===== src/rtl/pc_pkg.sv =====
// Shared types and default constants for the fetch-stage PC generator.
package pc_pkg;

  // RUN: no buffered redirect; HOLD: a branch is parked waiting for stall release.
  typedef enum logic {
    RUN  = 1'b0,
    HOLD = 1'b1
  } pc_state_t;

  localparam logic [31:0] RESET_VEC_DEF = 32'h0000_3000;
  localparam logic [31:0] EXC_VEC_DEF   = 32'h0000_4180;
  localparam int unsigned STEP_DEF      = 4;

endpackage


===== src/rtl/pc_redirect_buf.sv =====
// One-entry redirect buffer: holds a branch target that arrived during a stall.
// Load overwrites any older entry; clear drops it.
module pc_redirect_buf #(
  parameter int unsigned WIDTH = 32
) (
  input  logic             clk,
  input  logic             reset_n,
  input  logic             load,
  input  logic             clear,
  input  logic [WIDTH-1:0] din,
  output logic             valid,
  output logic [WIDTH-1:0] target
);

  logic             valid_q;
  logic [WIDTH-1:0] target_q;

  // Entry register: load wins over clear, a newer branch replaces the older one.
  always_ff @(posedge clk or negedge reset_n) begin
    if (!reset_n) begin
      valid_q  <= 1'b0;
      target_q <= '0;
    end else if (load) begin
      valid_q  <= 1'b1;
      target_q <= din;
    end else if (clear) begin
      valid_q  <= 1'b0;
    end
  end

  assign valid  = valid_q;
  assign target = target_q;

endmodule


===== src/rtl/pc_gen.sv =====
// Fetch-stage program counter generator with exception entry/return and a
// one-entry redirect buffer for branches that arrive during a stall.
// Optional macro PC_ALIGN_CHECK_EN: load targets unmodified and flag misaligned
// fetches on fetch_adel; otherwise targets are word-aligned and fetch_adel is 0.
module pc_gen
  import pc_pkg::*;
#(
  parameter int unsigned       WIDTH     = 32,
  parameter logic [WIDTH-1:0]  RESET_VEC = WIDTH'(RESET_VEC_DEF),
  parameter logic [WIDTH-1:0]  EXC_VEC   = WIDTH'(EXC_VEC_DEF),
  parameter int unsigned       STEP      = STEP_DEF
) (
  input  logic             clk,
  input  logic             reset_n,
  input  logic             stall,
  input  logic             br_valid,
  input  logic [WIDTH-1:0] br_target,
  input  logic             exc_req,
  input  logic [WIDTH-1:0] exc_pc,
  input  logic             eret_req,
  output logic [WIDTH-1:0] pc,
  output logic [WIDTH-1:0] epc,
  output logic             redirect_pending,
  output logic             fetch_adel
);

  pc_state_t        state_q, state_d;
  logic [WIDTH-1:0] pc_q, pc_d;
  logic [WIDTH-1:0] epc_q, epc_d;
  logic             buf_load, buf_clear, buf_valid;
  logic [WIDTH-1:0] buf_target;
  logic [WIDTH-1:0] br_fix, pend_fix, eret_fix;

`ifdef PC_ALIGN_CHECK_EN
  assign br_fix   = br_target;
  assign pend_fix = buf_target;
  assign eret_fix = epc_q;
`else
  // Force word alignment on every redirect load.
  assign br_fix   = br_target  & ~WIDTH'(3);
  assign pend_fix = buf_target & ~WIDTH'(3);
  assign eret_fix = epc_q      & ~WIDTH'(3);
`endif

  pc_redirect_buf #(
    .WIDTH (WIDTH)
  ) u_redirect_buf (
    .clk     (clk),
    .reset_n (reset_n),
    .load    (buf_load),
    .clear   (buf_clear),
    .din     (br_target),
    .valid   (buf_valid),
    .target  (buf_target)
  );

  // Next-state: exception > eret > branch > buffered branch > sequential > hold.
  always_comb begin
    pc_d      = pc_q;
    epc_d     = epc_q;
    state_d   = state_q;
    buf_load  = 1'b0;
    buf_clear = 1'b0;
    if (exc_req) begin
      pc_d      = EXC_VEC;
      epc_d     = exc_pc;
      buf_clear = 1'b1;
      state_d   = RUN;
    end else if (eret_req) begin
      pc_d      = eret_fix;
      buf_clear = 1'b1;
      state_d   = RUN;
    end else if (br_valid && !stall) begin
      pc_d      = br_fix;
      buf_clear = 1'b1;
      state_d   = RUN;
    end else if (br_valid && stall) begin
      buf_load  = 1'b1;
      state_d   = HOLD;
    end else if (state_q == HOLD && !stall) begin
      pc_d      = pend_fix;
      buf_clear = 1'b1;
      state_d   = RUN;
    end else if (!stall) begin
      pc_d      = pc_q + WIDTH'(STEP);
    end
  end

  // State, PC and EPC registers.
  always_ff @(posedge clk or negedge reset_n) begin
    if (!reset_n) begin
      state_q <= RUN;
      pc_q    <= RESET_VEC;
      epc_q   <= '0;
    end else begin
      state_q <= state_d;
      pc_q    <= pc_d;
      epc_q   <= epc_d;
    end
  end

`ifdef PC_ALIGN_CHECK_EN
  logic adel_q;

  // Misalignment flag tracks the low bits of the PC being loaded.
  always_ff @(posedge clk or negedge reset_n) begin
    if (!reset_n) begin
      adel_q <= 1'b0;
    end else begin
      adel_q <= |pc_d[1:0];
    end
  end

  assign fetch_adel = adel_q;
`else
  assign fetch_adel = 1'b0;
`endif

  assign pc               = pc_q;
  assign epc              = epc_q;
  assign redirect_pending = buf_valid;

endmodule


===== config.mk =====
export PLATFORM = sky130hd
export DESIGN_NAME = pc_gen
export DESIGN_NICKNAME = d
export VERILOG_FILES = /design/src/rtl/pc_pkg.sv /design/src/rtl/pc_redirect_buf.sv /design/src/rtl/pc_gen.sv
export SDC_FILE = /design/constraint.sdc
export NUM_CORES = 1
export LEC_CHECK = 0
export ABC_AREA = 1
export BUFFER_PORTS_ARGS = -buffer_cell sky130_fd_sc_hd__clkbuf_2
export CAP_MARGIN = 10
export CORE_MARGIN = 1
export CORE_UTILIZATION = 35
export DETAILED_ROUTE_END_ITERATION = 10
export GPL_ROUTABILITY_DRIVEN = 0
export HOLD_SLACK_MARGIN = 0.02
export MAX_ROUTING_LAYER = met4
export PLACE_DENSITY = 0.54
export SYNTH_ARGS = -nofsm -noshare
export SYNTH_HDL_FRONTEND = slang
export SYNTH_SLANG_ARGS = --single-unit

===== constraint.sdc =====
create_clock -name clk -period 2.7 [get_ports clk]
set_clock_uncertainty 0.05 [all_clocks]
set_input_delay 0.54 -clock clk [delete_from_list [all_inputs] [get_ports clk]]
set_output_delay 0.54 -clock clk [all_outputs]
set_load 0.05 [all_outputs]

# After elaboration in Yosys (flattened, before gate mapping)
# Index checks and enable logic that the tools add are counted.
[word_totals] output_inout_bits=66 mem_count=0 regBits=98 ram_bits=0 mem_bits_ro=0 latchBits=0 elab_cells=37
[op_classes] mux=22 shifts=0 reduce_logical=7 eq_ne=2 multipliers=0 addsub=1 n_div=0 n_bitwise=0 magnitude_cmp=0
[op_table] operator="32-bit two-way mux" n=6
[op_table] operator="32-bit by 3-bit adder with 32-bit output (second input constant)" n=1
[op_table] operator="1-bit two-way mux" n=16
[op_table] operator="5-bit by 1-bit inequality test with 1-bit output (second input constant)" n=1
[op_table] operator="5-bit nonzero test" n=1
[op_table] operator="4-bit inequality test (second input constant)" n=1
[op_table] operator="1-bit logical AND" n=3
[op_table] operator="2-bit AND reduction" n=1
[op_table] operator="2-bit nonzero test" n=1
[op_table] operator="1-bit zero test" n=1

# Longest topological paths before layout
[depth] word_depth=9 ltp_mapped=13

# Modules after synthesis
# From an unflattened synthesis, not the netlist that was laid out.
[unflattened] hier_cells=832 area_unflattened_um2=5741.8
[modules_own_cells] module="pc_gen" cells_each=692 n_inst=1 area_per_inst_um2=4415.5
[modules_own_cells] module="pc_redirect_buf" cells_each=140 n_inst=1 area_per_inst_um2=1326.3

# Worst setup path before layout
# No wires, ideal clock.
[synth_path] path_kind="reg2reg" from="register pc_q[3], in the netlist pc[3]" to="register pc_q[28], in the netlist pc[28]" arrival_ps=1838 n_path_buf=0 setup_ps=118 synth_period_minus_slack_ps=2006 slack_ps=694 path_stages_with_launch=13 t_required_ps=2532 cell_sequence="dfrtp_1 > ha_1 > nand2_2 > nor2_4 > nand2_4 > nor2_1 > nand3_1 > nand3_1 > nand2_1 > nand2_1 > nand2_1 > nand2_1 > nand2_1"
[synth_between] elab_chain_cells=7
[synth_lines] element="start: declaration" line="pc_gen.sv:28" rtl="logic [WIDTH-1:0] pc_q, pc_d;"
[synth_lines] element="start signal: assignment" line="pc_gen.sv:97" rtl="pc_q <= pc_d;"
[synth_lines] element="32-bit by 3-bit adder with 32-bit output" line="pc_gen.sv:85" rtl="pc_d = pc_q + WIDTH'(STEP);"
[synth_lines] element="32-bit two-way mux" line="pc_gen.sv:84" rtl="end else if (!stall) begin"
[synth_lines] element="32-bit two-way mux" line="pc_gen.sv:80" rtl="end else if (state_q == HOLD && !stall) begin"
[synth_lines] element="32-bit two-way mux" line="pc_gen.sv:77" rtl="end else if (br_valid && stall) begin"
[synth_lines] element="32-bit two-way mux" line="pc_gen.sv:73" rtl="end else if (br_valid && !stall) begin"
[synth_lines] element="32-bit two-way mux" line="pc_gen.sv:69" rtl="end else if (eret_req) begin"
[synth_lines] element="32-bit two-way mux" line="pc_gen.sv:64" rtl="if (exc_req) begin"
# Every way passes these cells. The select of a mux whose other input is x is not followed.
# A chain may end at the register's enable or synchronous reset.

# Final worst setup path
# Same ends and word-level chain as after synthesis.

==> metrics.cfg <==
[status]
status = completed

[synthesis]
ys_ff_latch = 94
synth_top_area_share_pct = 42.0
synth_edf_count = 0
yosys.area.top_type = dfrtp_1
synthCells = 799
avgSynthCellArea_sq_um = 6.86
yosysSeqAreaShare_pct = 42.9
async_reset_ff_share_pct = 100
synth.most_common_cell = nand2_1
netlist_area_sq_um = 5480
ys_types = 32
synth.area.top_cells = dfrtp_1 42%, nand2_1 21%, o21ai_0 7.0%
yosys-top-cells-count = 305 x nand2_1, 100 x inv_1, 92 x dfrtp_1
yosysWarnings = 0
synth-main-ff-cell = dfrtp_1

[floorplan]
io_pins = 136
core_sq_um = 15300
dieWidth_um = 127
fp-row-count = 45
start_util_pct = 35.9
die_h_um = 127
die-area_sq_um = 16200

[routing]
met3_length_um = 802
drc = 0
via_per_inst = 4.66
met1Wirelength_um = 8330
drt-wirelength-per-cell_um = 14.6
dr.pass1.iters = 5
drt_wl_total_um = 16600
maxUsedRoutingLayer = met4
num_vias = 5279
detail-route-antenna-nets = 0
met2_wirelength_um = 7200
drt_iter0_drc = 306

[worst_setup_path]
path_delay_family = simple AND/OR/NAND/NOR gates
r2r_end = pc[28]
worst-path-buf-inv = 0
worstPathCellList = ha_1 > nand2_2 > nor2_4 > nand2_4 > nor2_1 > nand3_1 > nand3_1 > nand2_1 > nand2_1 > nand2_1 > nand2_1 > nand2_1
crit_fanout = 5
cp-end-kind = flip-flop
ff2ff_setup_slack_ns = 0.70
r2r_start = pc[3]
path_class = flip-flop to flip-flop
path_common_cell = nand2_1
cp_slowest_cell = dfrtp_1
required_ns = 2.89
start_kind = flip-flop
reg2regPathDepth = 12
crit_arrival_ns = 2.18
max_stage_delay_ns = 0.44

[clock_network]
clk_pin_slew_worst_paths_ns = 0.07
htreeDepth = 3
cts_root_buffer = clkbuf_16
ctsHoldBuffers = 0
cts_tree = yes
cts_resized = 0
numCtsBuffers = 9
post_cts_buffers = 0
worstSkewPairLatency_ns = 0.35
cts.sinks = 94
cts_buffer_depth = 2

[place]
portBuffers = 130
dpl-instance-area_sq_um = 6340
numPlacedInstances = 1119
place_hpwl_um = 12300

[timing]
fin_crit_sh_pct = 73.9
worst_pin_slew_ns = 0.551
max_clock_freq_mhz = 501
maxSlewViolCount = 0
tns_ns = 0
hold_slack_ns = 0.121
grt_setup_unrepaired = no
hold_viol_final = 0
setup-violations-final = 0
fin_crit_ns = 2.00
relSlewSlack_pct = 63.2

[global_route]
gr-usage-all-layers_pct = 22.5
grt_remaining_overflow = 0
grt_max_degree = 58
first_global_vias = 4985
grt_pass1_wl_um = 26900
antenna_found_initial = 0

[pwr]
peakVddDrop_v = 0.000292
power.leakage_nw = 3.56
p_per_area_nw_per_um2 = 610

[layout]
fin_nets = 990
layout-drive-gt1-share_pct = 20.3
area_growth_pct = 21.2
stdcell_count = 1133
diodes = 0
final_cell_area_sq_um = 6650

[hold_path]
hold_class = input pin to asynchronous set/reset pin

[flow_run]
max-cap-violations = 0

-- final cells by class --
cell class / instances / area, sq um
multi-input cells: 568 / 2580
clock buffers: 10 / 229
fillers: 1678 / 8610
repair buffers: 143 / 763
clock inverters: 4 / 73.8
flip-flops and latches: 94 / 2350
well taps: 211 / 264
inverters: 103 / 387
-- sequential cells by signal (all words and copies together) (netlist names) --
signal,count
state_q,1
u_redirect_buf.target,30
epc,32
u_redirect_buf.valid,1
pc,30
-- per-layer routing --
layer,vias up,global-route usage [%]
li1,2715,-
met1,2409,32.5
met2,143,32.5
met3,12,2.81
met4,0,7.49
met5,-,-
-- worst max-delay path by stage --
stage	startpoint	endpoint	slack, ns	depth (start not counted)
global route	pc[3]	pc[28]	0.50	13
finish	pc[3]	pc[28]	0.70	12
floorplan	pc[3]	pc[28]	0.69	12
global placement	eret_req	pc[6]	0.54	9
detailed placement	eret_req	pc[6]	0.51	9
CTS	pc[3]	pc[28]	0.71	12
-- cells in the final DEF (no fill, tap or decap), drive strengths merged --
cell type,instances
xor2,3
nor2,65
buf,14
o211ai,3
a22oi,1
dfstp,2
inv,102
bufinv,2
clkinv,3
o21bai,5
mux2,11
clkbuf,139
o21ai,77
nand3,39
o221ai,2
nand2,310
xnor2,3
a211oi,1
ha,1
dfrtp,92
conb,3
nand3b,2
o22ai,3
a21oi,36
or2,3
-- worst reg2reg max path, cell delays in order (launching register included) --
cell and delay [ns]:
dfrtp_1 0.44, ha_1 0.26, nand2_2 0.11, nor2_4 0.18, nand2_4 0.10, nor2_1 0.24, nand3_1 0.11, nand3_1 0.12
nand2_1 0.06, nand2_1 0.05, nand2_1 0.04, nand2_1 0.07, nand2_1 0.05
-- cell families after synthesis --
group	share of synthesized area (%)
DFF	42.9
xor gates and xnor gates	0.959
buffers and inverters	10.2
and+or+nand+nor	31.0
adders and majority gates	0.228
other	0.0684
AOI/OAI and AO/OA	12.3
muxes	2.26
-- per-stage QoR --
| step | total power [mW] | setup slack, ns | util, % |
|---|---|---|---|
| after detailed placement | 2.74 | 0.507 | 41.6 |
| after CTS | 4.10 | 0.709 | 43.6 |
| final | 4.05 | 0.703 | 43.6 |
| after floorplan | 2.41 | 0.694 | - |
| after global placement | 2.73 | 0.544 | 41.6 |
| after global routing | 4.28 | 0.503 | 43.6 |
-- power breakdown --
part | switching [mW] | internal (mW)
Combinational | 0.702 | 0.270
Sequential | 0.151 | 1.58
Clock | 0.544 | 0.802
Total | 1.40 | 2.66
(Power assumes the default switching activity.)
